File: src/rtl/multicycle_sequencer_if.sv
// Shared instruction/data memory port between the sequencer and the memory.
// The sequencer owns the request side; memory answers with a single-cycle ack.
interface multicycle_sequencer_if;
  logic mem_req;
  logic mem_ack;
  logic mem_addr_sel;
  logic mem_we;

  modport master (
    output mem_req,
    output mem_addr_sel,
    output mem_we,
    input  mem_ack
  );

  modport slave (
    input  mem_req,
    input  mem_addr_sel,
    input  mem_we,
    output mem_ack
  );
endinterface

File: src/rtl/multicycle_sequencer.sv
// Multi-cycle sequencer for the RV32 subset datapath (R-type, ADDI/LI, LW, SW, LUI).
// Walks each instruction through FETCH/DECODE/EXEC/MEM/WB over a single shared
// memory port, and gates the control unit's write enables to the right cycle.
// Any memory request left unacknowledged for MEM_TIMEOUT cycles, or an
// unsupported opcode, parks the machine in ERROR until reset.
module multicycle_sequencer #(
  parameter int MEM_TIMEOUT = 15,
  parameter int CNT_W       = 16
) (
  input  logic                         clk,
  input  logic                         rst_n,
  input  logic                         i_start,
  input  logic                         i_stop,
  input  logic [6:0]                   i_opcode,
  input  logic                         i_ctl_reg_write,
  input  logic                         i_ctl_mem_write,
  multicycle_sequencer_if.master       mem,
  output logic                         o_ir_write,
  output logic                         o_pc_write,
  output logic                         o_reg_write_en,
  output logic                         o_busy,
  output logic                         o_err,
  output logic [1:0]                   o_err_code,
  output logic [CNT_W-1:0]             o_retired
);

  typedef enum logic [2:0] {
    S_IDLE,
    S_FETCH,
    S_DECODE,
    S_EXEC,
    S_MEM,
    S_WB,
    S_ERROR
  } state_t;

  localparam logic [6:0] OP_RTYPE = 7'b0110011;
  localparam logic [6:0] OP_ITYPE = 7'b0010011;
  localparam logic [6:0] OP_LUI   = 7'b0110111;
  localparam logic [6:0] OP_LOAD  = 7'b0000011;
  localparam logic [6:0] OP_STORE = 7'b0100011;

  localparam logic [1:0] ERR_NONE    = 2'b00;
  localparam logic [1:0] ERR_ILLEGAL = 2'b01;
  localparam logic [1:0] ERR_TIMEOUT = 2'b10;

  // The wait counter holds the number of unacked request cycles already seen,
  // so the last allowed cycle is the one where it equals MEM_TIMEOUT-1.
  localparam logic [7:0] WAIT_LIMIT = 8'(MEM_TIMEOUT - 1);

  state_t           r_state;
  state_t           w_nextState;
  logic [7:0]       r_waitCnt;
  logic [7:0]       w_waitCntNext;
  logic             r_err;
  logic [1:0]       r_errCode;
  logic [CNT_W-1:0] r_retired;

  logic             w_isLoad;
  logic             w_isStore;
  logic             w_isLegal;
  logic             w_timeoutHit;
  logic             w_memReq;
  logic             w_memAddrSel;
  logic             w_memWe;
  logic             w_irWrite;
  logic             w_pcWrite;
  logic             w_regWriteEn;
  logic             w_retire;
  logic [1:0]       w_setCode;

  assign w_isLoad     = (i_opcode == OP_LOAD);
  assign w_isStore    = (i_opcode == OP_STORE);
  assign w_isLegal    = (i_opcode == OP_RTYPE) || (i_opcode == OP_ITYPE) ||
                        (i_opcode == OP_LUI)   || w_isLoad || w_isStore;
  assign w_timeoutHit = (r_waitCnt == WAIT_LIMIT);

  // State register, wait counter, sticky error and retired-instruction counter.
  always_ff @(posedge clk or negedge rst_n) begin
    if (!rst_n) begin
      r_state   <= S_IDLE;
      r_waitCnt <= 8'd0;
      r_err     <= 1'b0;
      r_errCode <= ERR_NONE;
      r_retired <= '0;
    end else begin
      r_state   <= w_nextState;
      r_waitCnt <= w_waitCntNext;
      if (w_setCode != ERR_NONE) begin
        r_err     <= 1'b1;
        r_errCode <= w_setCode;
      end
      if (w_retire) begin
        r_retired <= r_retired + CNT_W'(1);
      end
    end
  end

  // Next-state and strobe decode; ack only matters in FETCH and MEM, and the
  // wait counter is cleared on every entry into a requesting state.
  always_comb begin
    w_nextState   = r_state;
    w_waitCntNext = r_waitCnt;
    w_memReq      = 1'b0;
    w_memAddrSel  = 1'b0;
    w_memWe       = 1'b0;
    w_irWrite     = 1'b0;
    w_pcWrite     = 1'b0;
    w_regWriteEn  = 1'b0;
    w_retire      = 1'b0;
    w_setCode     = ERR_NONE;
    case (r_state)
      S_IDLE: begin
        if (i_start) begin
          w_nextState   = S_FETCH;
          w_waitCntNext = 8'd0;
        end
      end
      S_FETCH: begin
        w_memReq = 1'b1;
        if (mem.mem_ack) begin
          w_irWrite   = 1'b1;
          w_nextState = S_DECODE;
        end else if (w_timeoutHit) begin
          w_nextState = S_ERROR;
          w_setCode   = ERR_TIMEOUT;
        end else begin
          w_waitCntNext = r_waitCnt + 8'd1;
        end
      end
      S_DECODE: begin
        if (w_isLegal) begin
          w_nextState = S_EXEC;
        end else begin
          w_nextState = S_ERROR;
          w_setCode   = ERR_ILLEGAL;
        end
      end
      S_EXEC: begin
        if (w_isLoad || w_isStore) begin
          w_nextState   = S_MEM;
          w_waitCntNext = 8'd0;
        end else begin
          w_nextState = S_WB;
        end
      end
      S_MEM: begin
        w_memReq     = 1'b1;
        w_memAddrSel = 1'b1;
        w_memWe      = i_ctl_mem_write && w_isStore;
        if (mem.mem_ack) begin
          if (w_isStore) begin
            w_pcWrite     = 1'b1;
            w_retire      = 1'b1;
            w_nextState   = i_stop ? S_IDLE : S_FETCH;
            w_waitCntNext = 8'd0;
          end else begin
            w_nextState = S_WB;
          end
        end else if (w_timeoutHit) begin
          w_nextState = S_ERROR;
          w_setCode   = ERR_TIMEOUT;
        end else begin
          w_waitCntNext = r_waitCnt + 8'd1;
        end
      end
      S_WB: begin
        w_regWriteEn  = i_ctl_reg_write;
        w_pcWrite     = 1'b1;
        w_retire      = 1'b1;
        w_nextState   = i_stop ? S_IDLE : S_FETCH;
        w_waitCntNext = 8'd0;
      end
      S_ERROR: begin
        w_nextState = S_ERROR;
      end
      default: begin
        w_nextState = S_IDLE;
      end
    endcase
  end

  assign mem.mem_req      = w_memReq;
  assign mem.mem_addr_sel = w_memAddrSel;
  assign mem.mem_we       = w_memWe;
  assign o_ir_write       = w_irWrite;
  assign o_pc_write       = w_pcWrite;
  assign o_reg_write_en   = w_regWriteEn;
  assign o_busy           = (r_state != S_IDLE) && (r_state != S_ERROR);
  assign o_err            = r_err;
  assign o_err_code       = r_errCode;
  assign o_retired        = r_retired;

endmodule

File: src/flat_wrapper.sv
// flat-port wrapper written by rule: the top's interface ports become plain ports
module multicycle_sequencer_flat 
#(
  parameter int MEM_TIMEOUT = 15,
  parameter int CNT_W       = 16
)
  (clk, rst_n, i_start, i_stop, i_opcode, i_ctl_reg_write, i_ctl_mem_write, o_ir_write, o_pc_write, o_reg_write_en, o_busy, o_err, o_err_code, o_retired, mem_mem_req, mem_mem_addr_sel, mem_mem_we, mem_mem_ack);
  multicycle_sequencer_if mem_i ();
  input  logic clk;
  input  logic rst_n;
  input  logic i_start;
  input  logic i_stop;
  input  logic [6:0] i_opcode;
  input  logic i_ctl_reg_write;
  input  logic i_ctl_mem_write;
  output logic o_ir_write;
  output logic o_pc_write;
  output logic o_reg_write_en;
  output logic o_busy;
  output logic o_err;
  output logic [1:0] o_err_code;
  output logic [CNT_W-1:0] o_retired;
  output wire logic [$bits(mem_i.mem_req)-1:0] mem_mem_req;
  output wire logic [$bits(mem_i.mem_addr_sel)-1:0] mem_mem_addr_sel;
  output wire logic [$bits(mem_i.mem_we)-1:0] mem_mem_we;
  input wire logic [$bits(mem_i.mem_ack)-1:0] mem_mem_ack;
  assign mem_mem_req = mem_i.mem_req;
  assign mem_mem_addr_sel = mem_i.mem_addr_sel;
  assign mem_mem_we = mem_i.mem_we;
  assign mem_i.mem_ack = mem_mem_ack;
  multicycle_sequencer #(.MEM_TIMEOUT(MEM_TIMEOUT), .CNT_W(CNT_W)) u_core (.clk(clk), .rst_n(rst_n), .i_start(i_start), .i_stop(i_stop), .i_opcode(i_opcode), .i_ctl_reg_write(i_ctl_reg_write), .i_ctl_mem_write(i_ctl_mem_write), .mem(mem_i), .o_ir_write(o_ir_write), .o_pc_write(o_pc_write), .o_reg_write_en(o_reg_write_en), .o_busy(o_busy), .o_err(o_err), .o_err_code(o_err_code), .o_retired(o_retired));
endmodule
File: config.mk
export PLATFORM = sky130hd
export DESIGN_NAME = multicycle_sequencer_flat
export DESIGN_NICKNAME = d
export VERILOG_FILES = /design/src/rtl/multicycle_sequencer_if.sv /design/src/rtl/multicycle_sequencer.sv /design/src/flat_wrapper.sv
export SDC_FILE = /design/constraint.sdc
export NUM_CORES = 1
export LEC_CHECK = 0
export ABC_AREA = 1
export CAP_MARGIN = 20
export CORE_MARGIN = 10
export CORE_UTILIZATION = 52
export CTS_CLUSTER_DIAMETER = 100
export DETAILED_ROUTE_END_ITERATION = 8
export GPL_ROUTABILITY_DRIVEN = 1
export PLACE_DENSITY = 0.81
export SLEW_MARGIN = 20
export SYNTH_ARGS = -nofsm -noshare
export SYNTH_HDL_FRONTEND = slang
export SYNTH_SLANG_ARGS = --single-unit
File: constraint.sdc
create_clock -name clk -period 1.82 [get_ports clk]
set_clock_uncertainty 0.1 [all_clocks]
set_input_delay 0.182 -clock clk [delete_from_list [all_inputs] [get_ports clk]]
set_output_delay 0.182 -clock clk [all_outputs]
set_load 0.02 [all_outputs]
### Word-level counts from Yosys, hierarchy flattened

Cells that the tools add are included.

| word-level totals | value |
|---|---|
| input port bits | 14 |
| word-level logic and storage cells | 66 |
| output and inout port bits | 26 |
| register bits after elaboration | 30 |

| operators by class | value |
|---|---|
| reductions and logical operators | 13 |
| add/sub/neg operators | 2 |
| muxes and demuxes | 29 |
| eq/ne operators | 17 |

Operators with widths:

| kind | number |
|---|---|
| 2-to-1 mux 8 bit | 6 |
| case mux 8 bit (5 select lines) | 1 |
| equality test 7 x 6 -> 1 bit, second input constant | 3 |
| case mux 3 bit (7 select lines) | 1 |
| 2-to-1 mux 3 bit | 6 |
| adder 16 x 1 -> 16 bit, second input constant | 1 |
| 2-to-1 mux 1 bit | 11 |
| equality test 3 bit, second input constant | 3 |
| adder 8 x 1 -> 8 bit, second input constant | 1 |
| equality test 8 x 4 -> 1 bit, second input constant | 1 |
| equality test 7 x 2 -> 1 bit, second input constant | 1 |
| equality test 7 x 5 -> 1 bit, second input constant | 1 |
| equality test 3 x 2 -> 1 bit, second input constant | 2 |
| logical OR 1 bit | 5 |
| AND reduction 5 bit | 1 |
| nonzero test 5 bit | 1 |
| 2-to-1 mux 2 bit | 2 |
| != test 2 bit, second input constant | 2 |
| case mux 2 bit (2 select lines) | 1 |
| equality test 3 x 1 -> 1 bit, second input constant | 1 |
| zero test 3 bit | 1 |
| != test 3 x 2 -> 1 bit, second input constant | 1 |
| != test 3 bit, second input constant | 1 |
| nonzero test 3 bit | 1 |
| other kinds (5) | 6 |

### Logic depth before layout (Yosys ltp)

| depth | value |
|---|---|
| depth after elaboration | 8 |
| gate-level depth with buffers | 10 |
| gate-level depth less buffers | 10 |

### Least setup slack after synthesis

No wires, ideal clock.

| timing | value |
|---|---|
| kind | register to register |
| start | register u_core.r_retired[0] (netlist: u_core.o_retired[0]) |
| end | register u_core.r_retired[14] (netlist: u_core.o_retired[14]) |
| stages on the path, launching flop included | 9 |
| path buffers | 0 |
| required time | 1.591 ns |
| clock period less this slack | 1.636 ns |
| setup time | 0.129 ns |
| data arrival time | 1.407 ns |
| setup slack | 0.184 ns |
| cells stage by stage | dfrtp_1 > ha_1 > nand3_1 > nor3_2 > nand3_1 > nand2_1 > nand2_1 > nand2_1 > o21ai_0 |

| between the ends | value |
|---|---|
| cells in the longest elaborated chain, start to end | 1 |

RTL lines:

| what | line | text |
|---|---|---|
| start, declared | multicycle_sequencer.sv:57 | `logic [CNT_W-1:0] r_retired;` |
| start signal, assigned | multicycle_sequencer.sv:94 | `r_retired <= r_retired + CNT_W'(1);` |
| adder 16 x 1 -> 16 bit | multicycle_sequencer.sv:94 |  |

No other way between the ends.
A chain may end at the register's enable or synchronous reset.

### Worst setup path after layout

| timing | value |
|---|---|
| start | register u_core.r_state[1] |
| end | output o_busy |

| between the ends | value |
|---|---|
| cells in the longest elaborated chain, start to end | 2 |
| elaborated cells between the ends (all ways) | 3 |
| those cells by class | 1 x eq/ne; 2 x reduce/logical |

RTL lines:

| what | line | text |
|---|---|---|
| start, declared | multicycle_sequencer.sv:51 | `state_t r_state;` |
| start signal, assigned | multicycle_sequencer.sv:87 | `r_state <= w_nextState;` |
| != test 3 bit / nonzero test 3 bit (equally long branches) | multicycle_sequencer.sv:189 | `assign o_busy = (r_state != S_IDLE) && (r_state != S_ERROR);` |
| logical AND 1 bit (*) | multicycle_sequencer.sv:189 |  |
| end, declared | flat_wrapper.sv:19 | `output logic o_busy;` |

Every way passes the cells marked *; elsewhere a longest branch is shown, timed or not.

==> qor.txt <==
CP Data Required Time = 1540 ps
Via density = 5.24
max-slew violations = 0
H-tree Lvls = 2
worst min-delay path class = in2async
clock latency at the later pin of the worst-skew pair = 290 ps
Seq/Total Area, Yosys = 37.2%
Num CTS Buffers = 5
# hold bufs at CTS = 0
crit path time final = 1740 ps
power density cells = 1180 nW/µm²
final core occ = 73.3%
final hold slack = 183 ps
simple-gate share of the synthesized area = 41.5%
met1 Track Usage GR = 19.3%
critical path type = reg2out
GPL Wtd Cong = 0.935
met3 GRT Util = 4.86%
period utilization = 95.7%
Worst Setup End Kind = output pin
CTS Root Cell = clkbuf_8
Max Freq = 574 MHz
ANT nets after route = 0
WL/cell = 13.1 µm
Synthesized Nets = 306
Mapped Area = 2020 µm²
FILL cells = 300
Cells after Synth = 289
Multi-input gate area = 1100 µm²
Slew @ Worst Pin = 408 ps
Post-DP Area = 2580 µm²
# clock sinks = 30
total of max-cap violations = 0
largest family of logic cells by synthesized area = simple AND/OR/NAND/NOR gates
global-route met2 utilization = 27.1%
largest fanout on the critical path = 6
RSZ-0062 raised after global routing = true
n_diodes = 0
post-DP HPWL = 3920 µm
Vias = 2,095
DRT Pass-1 Iters = 4
status = completed
synthesis-to-layout area growth = 35.0%
adder-cell share of the synthesized area = 1.86%
maximum buffer depth of the clock tree = 2
first-pass GRT wire length = 8750 µm
total track usage = 16.2%
Worst Path Arrival = 1460 ps
die footprint = 6770 µm²
Initial Util = 54.3%
Die X = 82.3 µm
CTS tree = built
Mapped Avg Cell Area = 6.98 µm²
setup violators final = 0
Unique masters post-synth = 29
synth warn = 0
P_leak = 1.40 nW
share of layout cells above drive strength 1 = 15.6%
total area of sequential cells = 752 µm²
final wirelength = 5230 µm
Post-Route Setup TNS = 0 ps
synthesis-stage register bit count = 30
xor and xnor fraction of the mapped netlist area = 5.64%
Clock Pin Slew Worst Setup and Hold Paths = 70 ps
Finished Cell Area = 2720 µm²
PortBufs = 39
nets = 368
number of DRC markers in iteration 0 = 200
initial antenna violation count = 0
die boundary height = 82.3 µm
mux contribution to synthesized area = 0%
GRT busiest layer = met2
Synth Area in Compound Gates = 4.59%
Remaining DRCs = 0
total grt overflow = 0
number of global-route vias before repair = 2,004
Max IR drop VDD = 0.863 mV
Rows = 22
largest net degree at the start of global routing = 31
I/O pin count = 40
critical path launch point type = register
CORE AREA = 3720 µm²
Hold Vio Cnt, Final = 0
max_slew headroom = 72.6%
-- per-stage QoR --
stage | instances | total power, mW | setup slack (ps)
2_1_floorplan | 289 | 1.74 | 184
3_3_place_gp | 391 | 2.33 | -259
3_5_place_dp | 391 | 2.37 | -303
4_1_cts | 399 | 3.20 | 9.08
5_1_grt | 400 | 3.40 | -66.4
6_report | 400 | 3.20 | 77.8
-- layer usage --
metal  up-vias  wire (µm)
met1       980       2250
met5         -          0
met3         9        382
met4         0         99
li1       1039          -
met2        67       2500
-- layout by cell type, fill, tap and decap left out, types with 2 or more instances in the layout --
cell type	n
buf_4	20
nor2_1	25
a21oi_1	4
dlygate4sd2_1	4
clkdlybuf4s50_1	32
nand3_2	5
nor2_2	3
clkbuf_2	2
nor2_4	2
nand2_2	3
nand3_1	28
xor2_1	8
ha_1	3
dfrtp_1	29
nand2_1	96
o21ai_2	2
nand4_1	9
inv_1	36
nor3_1	5
o21ai_0	10
clkbuf_8	6
inv_2	3
bufinv_16	2
xnor2_1	5
-- report_power, final --
group | total, mW | switching (mW) | internal (mW)
combinational | 1.43 | 0.844 | 0.584
sequential | 0.921 | 0.143 | 0.778
clock | 0.854 | 0.270 | 0.584
total | 3.20 | 1.26 | 1.95
-- state kept, by name, indices dropped and copies added (netlist names) --
signal / flops
u_core.r_state: 3
u_core.o_retired: 16
u_core.o_err_code: 2
u_core.r_waitCnt: 8
u_core.o_err: 1
-- final timing paths --
check	start	to	slack [ps]	cells after the start
min	rst_n	u_core.r_waitCnt[3]	180	2
max reg2reg	u_core.o_retired[0]	u_core.o_retired[14]	120	8
max	u_core.r_state[1]	o_busy	80	5
min reg2reg	u_core.o_err	u_core.o_err	380	1
max in group asynchronous	rst_n	u_core.r_state[2]	1130	2
min in group clk	u_core.o_err	u_core.o_err	380	1
-- repair_timing --
| action | 4_1_cts | 5_1_grt |
|---|---|---|
| endpoints found under the setup margin | 7 | 6 |
| buffers inserted | 0 | 1 |
| resized for setup | 10 | 9 |
| pin swaps | 0 | 1 |
-- cell usage after synthesis --
master | count | area share, %
nand2_1 | 96 | 18
inv_1 | 37 | 6.9
dfrtp_1 | 30 | 37
nand3_1 | 29 | 7.2
nor2_1 | 26 | 4.8
o21ai_0 | 10 | 2.5
nand4_1 | 9 | 2.8
xor2_1 | 8 | 3.5
nor3_1 | 5 | 1.2
xnor2_1 | 5 | 2.2
a21oi_1 | 4 | 0.99
nand3_2 | 4 | 2.0
ha_1 | 3 | 1.9
nand2_2 | 3 | 0.93
buf_6 | 2 | 1.1
inv_2 | 2 | 0.37
nor2_2 | 2 | 0.62
nor2_4 | 2 | 1.1
o21ai_2 | 2 | 0.87
buf_2 | 1 | 0.25
clkbuf_2 | 1 | 0.25
inv_4 | 1 | 0.31
nand2_4 | 1 | 0.56
nand3_4 | 1 | 0.87
nand3b_1 | 1 | 0.37
nor3_2 | 1 | 0.50
nor3b_1 | 1 | 0.37
o21ai_1 | 1 | 0.25
or2_2 | 1 | 0.31
-- area by class of cell --
class | count | area share (%)
inverter | 40 | 5.60
timing repair buffer | 59 | 19.1
clock buffer | 6 | 3.03
multi-input combinational | 215 | 40.2
tap | 48 | 2.20
sequential | 30 | 27.6
clock inverter | 2 | 2.20
-- worst max-delay path, cell delays in order (launching register included) --
cell and delay, ps:
dfrtp_1 400, inv_2 140, nand2_1 90, nor2_2 150, a21oi_1 80, dlygate4sd2_1 330
-- cell families (layout without fill, tap and decap cells) --
| kind of cell | after synthesis | count (layout) |
|---|---|---|
| simple gates | 182 | 182 |
| xor+xnor | 13 | 13 |
| flops | 30 | 30 |
| compound gates | 17 | 17 |
| fa+ha+maj | 3 | 3 |
| buf+inv | 44 | 107 |
Note: power is estimated with default switching activity, not from simulation.
